--- src/rtl/rv32i_pkg.sv ---
// RV32I encoder types, funct constants and the shared field-to-word encoder.
// Latency: n/a (pure declarations and a combinational function).
// Backpressure: n/a.
package rv32i_pkg;

   localparam int ADW = 5;
   localparam int DPW = 32;

   typedef enum logic [6:0] {
      R_TYPE      = 7'b0110011,
      I_TYPE_ALU  = 7'b0010011,
      I_TYPE_LOAD = 7'b0000011,
      S_TYPE      = 7'b0100011,
      B_TYPE      = 7'b1100011
   } instr_type_t;

   typedef enum logic [3:0] {
      ADD_OP = 4'd0,
      SUB_OP = 4'd1,
      AND_OP = 4'd2,
      OR_OP  = 4'd3,
      XOR_OP = 4'd4,
      SLL_OP = 4'd5,
      SRL_OP = 4'd6,
      SRA_OP = 4'd7,
      BEQ_OP = 4'd8
   } alu_op_t;

   localparam logic [2:0] F3_ADD = 3'b000;
   localparam logic [2:0] F3_SUB = 3'b000;
   localparam logic [2:0] F3_AND = 3'b111;
   localparam logic [2:0] F3_OR  = 3'b110;
   localparam logic [2:0] F3_XOR = 3'b100;
   localparam logic [2:0] F3_SLL = 3'b001;
   localparam logic [2:0] F3_SRL = 3'b101;
   localparam logic [2:0] F3_SRA = 3'b101;
   localparam logic [2:0] F3_BEQ = 3'b000;
   localparam logic [2:0] F3_LW  = 3'b010;
   localparam logic [2:0] F3_SW  = 3'b010;
   localparam logic [6:0] F7_BASE = 7'b0000000;
   localparam logic [6:0] F7_ALT  = 7'b0100000;

   typedef struct packed {
      logic            illegal;
      logic [DPW-1:0]  word;
   } enc_t;

   // Field-level request -> {illegal, machine word}; word is don't-care when illegal.
   function automatic enc_t encode_instr(input logic [6:0]     i_type,
                                         input logic [3:0]     i_op,
                                         input logic [ADW-1:0] i_rd,
                                         input logic [ADW-1:0] i_rs1,
                                         input logic [ADW-1:0] i_rs2,
                                         input logic [12:0]    i_imm);
      enc_t       r;
      logic [2:0] f3;
      logic [6:0] f7;
      logic       alu_ok;
      logic       is_shift;
      r        = '0;
      f3       = F3_ADD;
      f7       = F7_BASE;
      alu_ok   = 1'b1;
      is_shift = 1'b0;
      case (i_op)
         ADD_OP:  f3 = F3_ADD;
         SUB_OP:  begin f3 = F3_SUB; f7 = F7_ALT; end
         AND_OP:  f3 = F3_AND;
         OR_OP:   f3 = F3_OR;
         XOR_OP:  f3 = F3_XOR;
         SLL_OP:  begin f3 = F3_SLL; is_shift = 1'b1; end
         SRL_OP:  begin f3 = F3_SRL; is_shift = 1'b1; end
         SRA_OP:  begin f3 = F3_SRA; f7 = F7_ALT; is_shift = 1'b1; end
         default: alu_ok = 1'b0;   // BEQ and undefined ops have no ALU encoding
      endcase
      case (i_type)
         R_TYPE: begin
            r.illegal = !alu_ok;
            r.word    = {f7, i_rs2, i_rs1, f3, i_rd, i_type};
         end
         I_TYPE_ALU: begin
            r.illegal = !alu_ok || (i_op == SUB_OP);
            if (is_shift)
               r.word = {f7, i_imm[4:0], i_rs1, f3, i_rd, i_type};
            else
               r.word = {i_imm[11:0], i_rs1, f3, i_rd, i_type};
         end
         I_TYPE_LOAD: begin
            r.word = {i_imm[11:0], i_rs1, F3_LW, i_rd, i_type};
         end
         S_TYPE: begin
            r.illegal = (i_op == BEQ_OP);
            r.word    = {i_imm[11:5], i_rs2, i_rs1, F3_SW, i_imm[4:0], i_type};
         end
         B_TYPE: begin
            r.illegal = (i_op != BEQ_OP) || i_imm[0];
            r.word    = {i_imm[12], i_imm[10:5], i_rs2, i_rs1, F3_BEQ,
                         i_imm[4:1], i_imm[11], i_type};
         end
         default: r.illegal = 1'b1;
      endcase
      return r;
   endfunction

endpackage

--- src/rtl/rv32i_sync_fifo.sv ---
// Generic synchronous FIFO with clear; head word shown combinationally on dout.
// Latency: a pushed word is visible at dout the cycle after push into an empty FIFO.
// Backpressure: push ignored when full, pop ignored when empty; clear wins over both.
module rv32i_sync_fifo #(
   parameter int DEPTH = 4,
   parameter int W     = 32
) (
   input  logic         clk,
   input  logic         rst,
   input  logic         clear,
   input  logic         push,
   input  logic         pop,
   input  logic [W-1:0] din,
   output logic [W-1:0] dout,
   output logic         full,
   output logic         empty
);

   localparam int AW = $clog2(DEPTH);

   logic [W-1:0] r_mem [DEPTH];
   logic [AW:0]  r_wp;
   logic [AW:0]  r_rp;

   // Pointer and storage update; storage is zeroed on reset so dout reads 0 out of reset.
   always_ff @(posedge clk or posedge rst) begin
      if (rst) begin
         r_wp <= '0;
         r_rp <= '0;
         for (int i = 0; i < DEPTH; i++) r_mem[i] <= '0;
      end else if (clear) begin
         r_wp <= '0;
         r_rp <= '0;
      end else begin
         if (push && !full) begin
            r_mem[r_wp[AW-1:0]] <= din;
            r_wp                <= r_wp + 1'b1;
         end
         if (pop && !empty) r_rp <= r_rp + 1'b1;
      end
   end

   assign dout  = r_mem[r_rp[AW-1:0]];
   assign empty = (r_wp == r_rp);
   assign full  = (r_wp[AW] != r_rp[AW]) && (r_wp[AW-1:0] == r_rp[AW-1:0]);

endmodule

--- src/rtl/rv32i_instr_assembler.sv ---
// Encodes RV32I field requests into words, queues them, streams them to imem at consecutive addresses.
// Latency: request accepted at cycle N appears on wr_valid/wr_data at N+1 when the queue was empty.
// Backpressure: req_ready drops only when the word queue is full; wr_ready stalls hold addr/data stable.
module rv32i_instr_assembler
   import rv32i_pkg::*;
#(
   parameter int             DEPTH     = 4,
   parameter int             IMW       = 32,
   parameter logic [IMW-1:0] BASE_ADDR = '0
) (
   input  logic           clk,
   input  logic           rst,
   input  logic           clear,
   input  logic           req_valid,
   output logic           req_ready,
   input  logic [6:0]     req_type,
   input  logic [3:0]     req_op,
   input  logic [ADW-1:0] req_rd,
   input  logic [ADW-1:0] req_rs1,
   input  logic [ADW-1:0] req_rs2,
   input  logic [12:0]    req_imm,
   output logic           wr_valid,
   input  logic           wr_ready,
   output logic [IMW-1:0] wr_addr,
   output logic [DPW-1:0] wr_data,
   output logic           err_illegal,
   output logic [7:0]     err_cnt,
   output logic [15:0]    wr_cnt
);

   enc_t           w_enc;
   logic           w_full;
   logic           w_empty;
   logic           w_acc;
   logic           w_push;
   logic           w_pop;
   logic           w_bad;
   logic [DPW-1:0] w_head;

   logic [IMW-1:0] r_addr;
   logic           r_err_ill;
   logic [7:0]     r_err_cnt;
   logic [15:0]    r_wr_cnt;

   assign w_enc     = encode_instr(req_type, req_op, req_rd, req_rs1, req_rs2, req_imm);
   // Held low while reset is asserted so no request is taken during reset.
   assign req_ready = !w_full && !rst;
   assign w_acc     = req_valid && req_ready;
   // clear discards whatever handshake happens in its cycle.
   assign w_push    = w_acc && !w_enc.illegal && !clear;
   assign w_bad     = w_acc &&  w_enc.illegal && !clear;
   assign w_pop     = !w_empty && wr_ready && !clear;

   rv32i_sync_fifo #(
      .DEPTH (DEPTH),
      .W     (DPW)
   ) u_fifo (
      .clk   (clk),
      .rst   (rst),
      .clear (clear),
      .push  (w_push),
      .pop   (w_pop),
      .din   (w_enc.word),
      .dout  (w_head),
      .full  (w_full),
      .empty (w_empty)
   );

   // Write address and written-word count advance once per completed memory write.
   always_ff @(posedge clk or posedge rst) begin
      if (rst) begin
         r_addr   <= BASE_ADDR;
         r_wr_cnt <= '0;
      end else if (clear) begin
         r_addr   <= BASE_ADDR;
         r_wr_cnt <= '0;
      end else if (w_pop) begin
         r_addr   <= r_addr + IMW'(4);
         r_wr_cnt <= r_wr_cnt + 16'd1;
      end
   end

   // Illegal-request pulse and saturating count.
   always_ff @(posedge clk or posedge rst) begin
      if (rst) begin
         r_err_ill <= 1'b0;
         r_err_cnt <= '0;
      end else begin
         r_err_ill <= w_bad;
         if (clear)
            r_err_cnt <= '0;
         else if (w_bad && (r_err_cnt != 8'hFF))
            r_err_cnt <= r_err_cnt + 8'd1;
      end
   end

   assign wr_valid    = !w_empty;
   assign wr_data     = w_head;
   assign wr_addr     = r_addr;
   assign err_illegal = r_err_ill;
   assign err_cnt     = r_err_cnt;
   assign wr_cnt      = r_wr_cnt;

endmodule

--- config.mk ---
export PLATFORM = sky130hd
export DESIGN_NAME = rv32i_instr_assembler
export DESIGN_NICKNAME = d
export VERILOG_FILES = /design/src/rtl/rv32i_pkg.sv /design/src/rtl/rv32i_sync_fifo.sv /design/src/rtl/rv32i_instr_assembler.sv
export SDC_FILE = /design/constraint.sdc
export NUM_CORES = 1
export LEC_CHECK = 0
export CORE_AREA = 2 2 142 144
export DETAILED_ROUTE_END_ITERATION = 16
export DIE_AREA = 0 0 144 146
export PLACE_DENSITY = 0.73
export SLEW_MARGIN = 30
export SYNTH_ARGS = -nofsm -noshare
export SYNTH_HDL_FRONTEND = slang
export SYNTH_HIERARCHICAL = 1
export SYNTH_SLANG_ARGS = --single-unit
--- constraint.sdc ---
create_clock -name clk -period 9.7 [get_ports clk]
set_clock_uncertainty 0.1 [all_clocks]
set_input_delay 1.455 -clock clk [delete_from_list [all_inputs] [get_ports clk]]
set_output_delay 1.455 -clock clk [all_outputs]
set_load 0.01 [all_outputs]
Yosys cells after proc, flatten, opt, wreduce, memory -nomap -nowiden
Cells that the tools add are included.
{"block": "op_classes", "addsub": 5, "mul": 0, "div": 0, "magnitude_cmp": 3, "eq_ne": 18, "shifts": 0, "muxes": 23, "bitwise": 3, "reduce_logical": 31}
{"op": "32-bit 2-to-1 mux", "count": 6}
{"op": "32-bit case mux with 5 select lines", "count": 1}
{"op": "128-bit bitwise mux", "count": 1}
{"op": "32-bit binary-select mux with 2-bit select", "count": 1}
{"op": "32-bit demux with 2-bit select", "count": 1}
{"op": "32-bit by 3-bit adder with 32-bit output, second input constant", "count": 1}
{"op": "16-bit 2-to-1 mux", "count": 2}
{"op": "16-bit by 1-bit adder with 16-bit output, second input constant", "count": 1}
{"op": "4-bit by 3-bit equality test with 1-bit output, second input constant", "count": 4}
{"op": "8-bit 2-to-1 mux", "count": 2}
{"op": "3-bit case mux with 5 select lines", "count": 1}
{"op": "7-bit by 6-bit equality test with 1-bit output, second input constant", "count": 2}
{"op": "1-bit logical AND", "count": 13}
{"op": "3-bit 2-to-1 mux", "count": 4}
{"op": "8-bit by 1-bit adder with 8-bit output, second input constant", "count": 1}
{"op": "4-bit by 2-bit equality test with 1-bit output, second input constant", "count": 2}
{"op": "8-bit != test, second input constant", "count": 1}
{"op": "2-bit nonzero test", "count": 4}
{"op": "8-bit OR reduction", "count": 1}
{"op": "7-bit by 2-bit equality test with 1-bit output, second input constant", "count": 1}
{"op": "7-bit by 5-bit equality test with 1-bit output, second input constant", "count": 1}
{"op": "7-bit equality test, second input constant", "count": 1}
{"op": "3-bit by 1-bit adder with 3-bit output, second input constant", "count": 2}
{"op": "3-bit >= comparator, second input constant", "count": 2}
{"op": "18 further kinds", "count": 27}
{"block": "word_totals", "regBits": 191, "latchBits": 0, "ramBits": 0, "mem_bits_ro": 0, "input_bits": 44, "out_inout_bits": 91, "wordCells": 93, "mem_count": 0}

Longest topological paths before layout
{"block": "depth", "ltp_word": 12, "depth_mapped": 11}

Hierarchy
The synthesis kept the hierarchy.
{"mod": "rv32i_sync_fifo", "n_inst": 1, "cells_per_inst": 380, "area_each_um2": 6298.5}
{"mod": "rv32i_instr_assembler", "n_inst": 1, "cells_per_inst": 356, "area_each_um2": 3319.4}

Least setup slack after synthesis
Ideal clock, no wire load.
{"block": "synth_path", "path_kind": "input to register", "startpoint": "input req_op[1]", "endpoint": "register u_fifo/r_mem[0] (netlist name)", "t_arrival_ps": 3793, "path_slack_ps": 5681, "cell_stages": 8, "path_buffers": 1, "path_cell_list": "or4b_4 -> nor4_2 -> o211ai_4 -> nor2_1 -> and2b_1 -> o311ai_4 -> buf_6 -> mux2_4"}
{"block": "synth_between", "elab_chain_len": 11, "elab_cells_between_ends": 21, "classes_between": "eq/ne (9); mux (2); reduce/logical (10)"}
{"element": "start: declaration", "line": "rv32i_instr_assembler.sv:17", "rtl": "input logic [3:0] req_op,"}
{"element": "4-bit by 1-bit equality test with 1-bit output, or another cell as far along", "line": "rv32i_pkg.sv:65, rv32i_pkg.sv:82"}
{"element": "8-bit OR reduction (no line)"}
{"element": "1-bit 2-to-1 mux", "line": "rv32i_pkg.sv:65", "rtl": "case (i_op)"}
{"element": "1-bit logical NOT", "line": "rv32i_pkg.sv:78, rv32i_pkg.sv:82"}
{"element": "1-bit logical OR", "line": "rv32i_pkg.sv:82", "rtl": "r.illegal = !alu_ok || (i_op == SUB_OP);"}
{"element": "1-bit case mux with 5 select lines *", "line": "rv32i_pkg.sv:76", "rtl": "case (i_type)"}
{"element": "1-bit logical NOT *", "line": "rv32i_instr_assembler.sv:50", "rtl": "assign w_push = w_acc && !w_enc.illegal && !clear;"}
{"element": "1-bit logical AND * (2 in a row)", "line": "rv32i_instr_assembler.sv:50"}
{"element": "net w_push", "line": "rv32i_instr_assembler.sv:35", "rtl": "logic w_push;"}
{"element": "1-bit logical AND *", "line": "rv32i_sync_fifo.sv:35", "rtl": "if (push && !full) begin"}
{"element": "2-bit AND reduction (no line) *"}
{"element": "end signal: indexed assignment", "line": "rv32i_sync_fifo.sv:36", "rtl": "r_mem[r_wp[AW-1:0]] <= din;"}
{"element": "end: declaration", "line": "rv32i_sync_fifo.sv:21", "rtl": "logic [W-1:0] r_mem [DEPTH];"}
Mark *: on every way through the listed nets, which the timed path passes. The rest lies on a longest branch.
A chain may end at the register's enable or synchronous reset.

Worst setup path in the final report
{"block": "layout_path", "startpoint": "input req_op[1]", "endpoint": "register u_fifo/r_mem[46] (netlist name)"}
Same word-level chain as after synthesis.

==> reports/metrics.csv <==
stage,metric,value,unit
outcome,status,finished clean,
timing,hold_viol,0,
placed_design,place_congestion,0.779,
routing,drc,0,
timing,tns,0,ns
floorplanning,core-area,19300,µm²
timing,setup_ws,4.95,ns
worst_setup_path,critPathMaxFanout,19,
power_and_ir_drop,power_density,138,nW/µm²
floorplanning,die_h,146,µm
power_and_ir_drop,vdd_ir_drop_max,110,µV
worst_setup_path,worstSetupEndpointType,flop,
global_route,grt-ovfl-total,0,
logic_synthesis,syn_avg_cell_area,13.1,µm²
timing,report.final.setup_viol,0,
clock_network,clkSinkCount,189,
logic_synthesis,synthCells,736,
routing,vias,6346,
run,drv_cap,0,
clock_network,ctsResizeCount,0,
clock_network,root_buffer,clkbuf_16,
timing,finalCritPeriodShare,48.9,%
clock_network,cts_hold_buf,0,
logic_synthesis,ys.flop_type,dfrtp_1,
layout,multiInputGateArea,4580,µm²
timing,rsz0062_at_grt,no,
global_route,grt_max_degree,76,
layout,area_growth,21.5,%
clock_network,clkLatencyLatePin,0.44,ns
layout,nNetsFinal,920,
routing,drt-initial-drc-count,371,
logic_synthesis,ys_seq_area_share,49.2,%
worst_setup_path,worstPathRequired,9.92,ns
clock_network,clk_pin_slew,0.07,ns
power_and_ir_drop,p_leak,5.25,nW
layout,drive_gt1_share,25.5,%
clock_network,cts_tree,done,
placed_design,hpwl,13600,µm
global_route,grt_pass1_wl,34100,µm
floorplanning,die_w,144,µm
clock_network,cts_buffer_depth,2,
logic_synthesis,netlist_area,9620,µm²
global_route,grt_usage,20.6,%
logic_synthesis,synth_seq_cells,189,
global_route,antenna_found_initial,0,
placed_design,portBuffers,132,
clock_network,postCtsSetupBuffers,0,
logic_synthesis,synth_cell_type_count,72,
timing,holdWs,0.390,ns
min_path,hp-class,reg -> reg,
logic_synthesis,synthArstFlopShare,100,%
placed_design,dpl_worst_slack,4.48,ns
worst_setup_path,path_class,in -> reg,
floorplanning,io-pin-count,135,
floorplanning,rows,51,
timing,slew_headroom,30.5,%
routing,dr.pass1.iters,4,
routing,wl_per_cell,18.1,µm
worst_setup_path,cp-start-kind,primary input,
global_route,grt_pass1_vias,6510,
timing,worst_pin_slew,1.03,ns
layout,nFillCells,1517,
routing,detail-route-antenna-nets,0,
routing,via_per_inst,5.53,
worst_setup_path,worstPathArrival,4.96,ns
layout,seq_area,4730,µm²
layout,fin_util,60.4,%
timing,min_period,4.75,ns
clock_network,h-tree-depth,4,
worst_setup_path,setup.reg_to_reg.worst_slack,5.64,ns
logic_synthesis,synth_edf_count,0,
timing,fmax,211,MHz
logic_synthesis,ys_warn_count,6,
routing,wl,20700,µm
floorplanning,die_area,21000,µm²
floorplanning,start_util,49.7,%
timing,final_max_slew_viol_count,0,
clock_network,cts_made_buffers,17,
final cells by class:
type | instances | share of cell area [%]
well taps | 265 | 2.84
clock inverters | 14 | 1.32
clock buffers | 18 | 3.76
flip-flops and latches | 189 | 40.5
diodes | 1 | 0.0214
inverters | 12 | 0.407
multi-input cells | 506 | 39.2
repair buffers | 142 | 11.9
metal layers:
| metal | GRT usage, % | wire length, µm |
|---|---|---|
| met5 | 0 | 0 |
| met4 | 6.47 | 357 |
| met3 | 3.95 | 848 |
| met2 | 32.7 | 10200 |
| met1 | 28.7 | 9360 |
registers in the layout, indices dropped and copies added, names as in the netlist:
register      cells
err_cnt           8
wr_addr          30
err_illegal       1
u_fifo/r_wp       3
u_fifo/r_mem    128
wr_cnt           16
u_fifo/r_rp       3
where the power goes:
group | switching, mW | internal, mW | leakage [nW] | total (mW)
clock network | 0.327 | 0.371 | 0.284 | 0.698
logic | 0.0633 | 0.0484 | 2.33 | 0.112
registers | 0.00715 | 0.791 | 2.64 | 0.798
total | 0.397 | 1.21 | 5.25 | 1.61
through the flow:
step	cells	power (mW)	instance area (µm²)
final	1147	1.61	11700
after global routing	1146	1.67	11700
after CTS	1146	1.62	11700
after detailed placement	1114	0.927	11100
after global placement	1114	0.927	11100
after floorplan	745	0.884	9650
critical path, stage by stage:
cell	delay, ns
clkdlybuf4s50_1	0.53
or4b_4	0.59
nor4_2	0.32
o211ai_4	0.20
nor2_1	0.40
and2b_1	0.41
o311ai_4	0.34
buf_4	0.35
mux2_1	0.35
placed cells by master (no fill, tap or decap), drive strengths merged, types with 3 or more instances in the layout:
master / Yosys / final
mux2: 129 / 129
nor4: 12 / 12
clkdlybuf4s50: 1 / 131
o21ai: 9 / 9
o211ai: 4 / 4
conb: 1 / 10
nand2: 34 / 34
xor2: 27 / 27
or3: 5 / 5
buf: 25 / 11
nor3b: 3 / 3
clkbuf: 12 / 18
inv: 12 / 17
and4: 5 / 5
mux2i: 5 / 5
nand4: 22 / 22
nor2b: 5 / 5
o311ai: 4 / 4
dfrtp: 189 / 189
and2: 19 / 19
nor2: 54 / 54
nor3: 10 / 10
xnor2: 22 / 22
a21oi: 13 / 13
and3: 11 / 11
ha: 8 / 8
mux4: 32 / 32
nand3: 20 / 20
a22o: 10 / 10
clkinv: 0 / 6
synthesized netlist by cell type (all sizes together), types with 3 or more instances:
library cell / number / area, µm²
dfrtp: 189 / 4730
mux2: 129 / 1530
nor2: 54 / 203
nand2: 34 / 135
mux4: 32 / 721
xor2: 27 / 236
buf: 25 / 214
nand4: 22 / 138
xnor2: 22 / 211
nand3: 20 / 100
and2: 19 / 120
a21oi: 13 / 68.8
clkbuf: 12 / 75.1
inv: 12 / 45.0
nor4: 12 / 81.3
and3: 11 / 70.1
a22o: 10 / 87.6
nor3: 10 / 50.1
o21ai: 9 / 45.0
ha: 8 / 100
and4: 5 / 45.0
mux2i: 5 / 50.1
nor2b: 5 / 31.3
or3: 5 / 31.3
o211ai: 4 / 43.8
o311ai: 4 / 105
nor3b: 3 / 22.5
kinds of logic (layout without fill, tap and decap cells):
kind of cell / Yosys count / after routing / synth area share (%)
and+or+nand+nor: 216 / 216 / 12.3
DFF: 189 / 189 / 49.2
muxes: 166 / 166 / 23.9
AOI/OAI and AO/OA: 57 / 57 / 5.27
buffers and inverters: 50 / 186 / 3.59
xor gates and xnor gates: 49 / 49 / 4.66
adders and majority gates: 8 / 8 / 1.04
other: 1 / 11 / 0.0390
worst paths after layout:
check | start | endpoint | cells past startpoint
worst max register to register | u_fifo/r_rp[0] | u_fifo/r_mem[46] | 11
worst min-delay path | u_fifo/r_mem[78] | u_fifo/r_mem[78] | 1
worst max-delay path | req_op[1] | u_fifo/r_mem[46] | 9
max in group asynchronous | rst | u_fifo/r_mem[80] | 3
min in group asynchronous | rst | err_cnt[6] | 2
worst min register to register | u_fifo/r_mem[78] | u_fifo/r_mem[78] | 1
Note: power is estimated with default switching activity, not from simulation.
==> patch 1: new RTL, same flow settings <==
Reset style: synchronous (`rst`), changed in 3 clocked blocks.
--- a/src/rtl/rv32i_sync_fifo.sv
+++ b/src/rtl/rv32i_sync_fifo.sv
@@ -23,7 +23,7 @@
    logic [AW:0]  r_rp;
 
    // Pointer and storage update; storage is zeroed on reset so dout reads 0 out of reset.
-   always_ff @(posedge clk or posedge rst) begin
+   always_ff @(posedge clk) begin
       if (rst) begin
          r_wp <= '0;
          r_rp <= '0;
--- a/src/rtl/rv32i_instr_assembler.sv
+++ b/src/rtl/rv32i_instr_assembler.sv
@@ -67,7 +67,7 @@
    );
 
    // Write address and written-word count advance once per completed memory write.
-   always_ff @(posedge clk or posedge rst) begin
+   always_ff @(posedge clk) begin
       if (rst) begin
          r_addr   <= BASE_ADDR;
          r_wr_cnt <= '0;
@@ -81,7 +81,7 @@
    end
 
    // Illegal-request pulse and saturating count.
-   always_ff @(posedge clk or posedge rst) begin
+   always_ff @(posedge clk) begin
       if (rst) begin
          r_err_ill <= 1'b0;
          r_err_cnt <= '0;
Behaviour: differs if rst is asserted again (counterexample within 4 cycles, from zero or initial values and one cycle with rst high); with rst held inactive, the same outputs for 4 cycles.
==> patch 1 against the unedited design <==
  * Global-route usage is 0.84 points lower
  * Non-clock buffer count decreased by 2
  * Wire length is 2.8% lower
  * Sequential cell count rose by 2
  * Synthesized area shrank 5.3%
  * Total power is 2.5% higher
  * Cell count up 0.96%
  * Design area fell by 4.1%
  * Sequential share of layout area is 5.1 points higher
  * Via count fell by 0.44%
  * Setup slack worse by 1.1 ns
  * Maximum frequency fell by 19%
  * Critical endpoint is now u_fifo/r_mem[0][22]$_SDFFCE_PN0P_
==> patch 1: results <==
[outcome]
status = "finished, final reports clean"

[cells_and_area]
antenna_cells = 0
finalNetCount = 929
final_layout_size_suffix_gt1_share_pct = 10.4

[pwr]
cellLeakagePower_nw = 4.15
ir_drop_mv = 0.103

[min_path]
hold-path-cell-count = 2
hp-start = "wr_addr[17]$_SDFFE_PP0P_"

[critical_path]
ff2ff_setup_slack_ns = 5.17
critical_path.startpoint = "req_type[5]"
crit_path_max_fanout = 97
crit_slowest_cell = "or2_2"
crit_arrival_ns = 5.83
r2r-start = "u_fifo/r_wp[1]$_SDFFE_PP0N_"
endpoint = "u_fifo/r_mem[0][22]$_SDFFCE_PN0P_"
cpPeakStageDelay_ns = 0.76

[placed_design]
dpl.hpwl_microns = 12600
routabilityCongestion = 0.844

[sta]
slew_headroom_pct = 37.1
hold_slack_ns = 0.404
fmax_mhz = 170

[synth]
async_flop_share_pct = 0
synth_top_family_by_area = "simple AND/OR/NAND/NOR gates"
synth_compound_area_share_pct = 5.38
synth_top_area_share_pct = 42.2
synthTopCellsByArea = "edfxtp_1, dfxtp_1, mux4_2, and3_1, and2_1"
avgSynthCellArea_sq_um = 11.9
ys_types = 65
synth-xor-area-share_pct = 4.12
synthAdderAreaFrac_pct = 0.687
seq_area_frac_synth_pct = 56.0
synth_edf_count = 128
yosys-top-cells-count = "edfxtp_1, and3_1, nor2_1"

[routing]
vias = 6318
post_drt_wl_per_cell_microns = 17.4
drt_iter0_drc = 424
wl_met2_microns = 9930

[global_route]
grtUsageTotal_pct = 19.8
use_met2_pct = 32.4
use_met3_pct = 4.61
grt_pass1_vias = 6225
grtUsageMet1_pct = 26.2
==> patch 1: area by class of cell <==
| class | count | area, sq um | area share (%) |
|---|---|---|---|
| clock buffer | 18 | 429 | 3.83 |
| multi-input combinational | 520 | 3760 | 33.6 |
| sequential | 191 | 5110 | 45.6 |
| clock inverter | 14 | 155 | 1.39 |
| tap | 265 | 332 | 2.96 |
| timing repair buffer | 140 | 1380 | 12.3 |
| inverter | 10 | 37.5 | 0.335 |
==> patch 1: report_power, final <==
group / internal, mW / total (mW) / switching, mW
Combinational: 0.0380 / 0.0792 / 0.0412
Clock: 0.364 / 0.681 / 0.317
Sequential: 0.882 / 0.887 / 0.00493
Total: 1.28 / 1.65 / 0.363
==> patch 1: cells by family after synthesis <==
group,count (synthesis)
AO/OA/AOI/OAI,70
AND/OR/NAND/NOR,354
adder cells (fa/ha/maj),5
flip-flops,191
buffers and inverters,62
XOR/XNOR,42
multiplexers,39
other,1
==> patch 2: new RTL, config.mk and constraints unchanged <==
Without the edit above. `IMW`: 32 -> 16.
--- a/src/rtl/rv32i_instr_assembler.sv
+++ b/src/rtl/rv32i_instr_assembler.sv
@@ -5,7 +5,7 @@
    import rv32i_pkg::*;
 #(
    parameter int             DEPTH     = 4,
-   parameter int             IMW       = 32,
+   parameter int             IMW       = 16,
    parameter logic [IMW-1:0] BASE_ADDR = '0
 ) (
    input  logic           clk,
Ports: changed (resized wr_addr); port bits go from 135 to 119. The function was not compared with the original's and may differ.
==> patch 2 against the unedited design <==
  * Synthesized area down 9.2%
  * Wire length down 11%
  * Sequential cell count down 16
  * Design area down 8.9%
  * Setup slack better by 0.017 ns
  * Total power down 8.0%
  * Die area unchanged
  * Synthesized cell count down 9.6%
==> patch 2: results <==
[outcome]
status = "finished, final reports clean"

[synth]
yosys-top-cells-count = "dfrtp_1, mux2_2, nor2_1"
synthTopCellsByArea = "dfrtp_1, mux2_2, mux4_2, mux2_4, xor2_1"
avgSynthCellArea_sq_um = 13.1
muxShareOfSynthArea_pct = 27.1
synth-xor-area-share_pct = 3.22
synthAdderAreaFrac_pct = 1.15

[critical_path]
crit_path_max_fanout = 18
r2r_cells = 10
endpoint = "u_fifo/r_mem[96]$_DFFE_PP0P_"
critical_path.startpoint = "req_type[5]"
crit_arrival_ns = 4.94

[global_route]
use_met3_pct = 4.64
grtUsageMet1_pct = 26.2
grtUsageTotal_pct = 18.2
grt_pass1_wl_microns = 30100
grt_max_degree = 73
use_met2_pct = 28.0

[cells_and_area]
antenna_cells = 0
finalNonFillerCells = 1058
buffer_area_share_pct = 11.8
n_all_buffers = 128
clk_share_pct = 5.13
inv_count = 9
multiInputGateArea_sq_um = 4140
fillerInstances = 1596
sh_seq_area_pct = 40.7
nClkBuffers = 21

[placed_design]
routabilityCongestion = 0.774
dp_cells = 1026

[routing]
post_drt_wl_per_cell_microns = 17.3
vias_per_cell = 5.39
m1WireLength_microns = 8670
dr_wl_met3_microns = 1000
wl_met2_microns = 8500
drt_iter0_drc = 392

[sta]
worst_slew_pin_slew_ns = 0.937

[pwr]
cellLeakagePower_nw = 4.85
internal-power_mw = 1.12
ir_drop_mv = 0.142
pwr-share-clk_pct = 42.8

[min_path]
hp-start = "u_fifo/r_mem[46]$_DFFE_PP0P_"
hold-path-cell-count = 1

[clock_tree]
cts.path.max_buffers = 2
[patch 2: cell types whose count changed in the layout (fill, tap and decap cells not counted), sizes merged, moves of 7 or more]
cell,delta
clkdlybuf4s50,-16
dfrtp,-16
xnor2,-14
a22o,-10
nand4,-10
nor4,-10
and2,-9
nor3,-9
a21oi,+7
[patch 2: worst max-delay path, stage by stage]
cell             delay [ns]
clkdlybuf4s50_1        0.88
nand2b_1               0.24
o41ai_1                0.38
nand3_1                0.14
nor2_1                 0.40
and2b_1                0.41
o311ai_4               0.37
buf_4                  0.35
mux2_2                 0.30
[patch 2: stage by stage]
step | power (mW) | hold slack, ns | setup WS [ns] | instance area (sq um)
floorplan | 0.818 | 0.359 | 4.56 | 8770
detailed placement | 0.861 | 0.376 | 4.55 | 10100
global placement | 0.862 | 0.373 | 4.57 | 10100
finish | 1.48 | 0.385 | 4.97 | 10600
CTS | 1.50 | 0.390 | 5.00 | 10600
global route | 1.54 | 0.409 | 4.75 | 10600
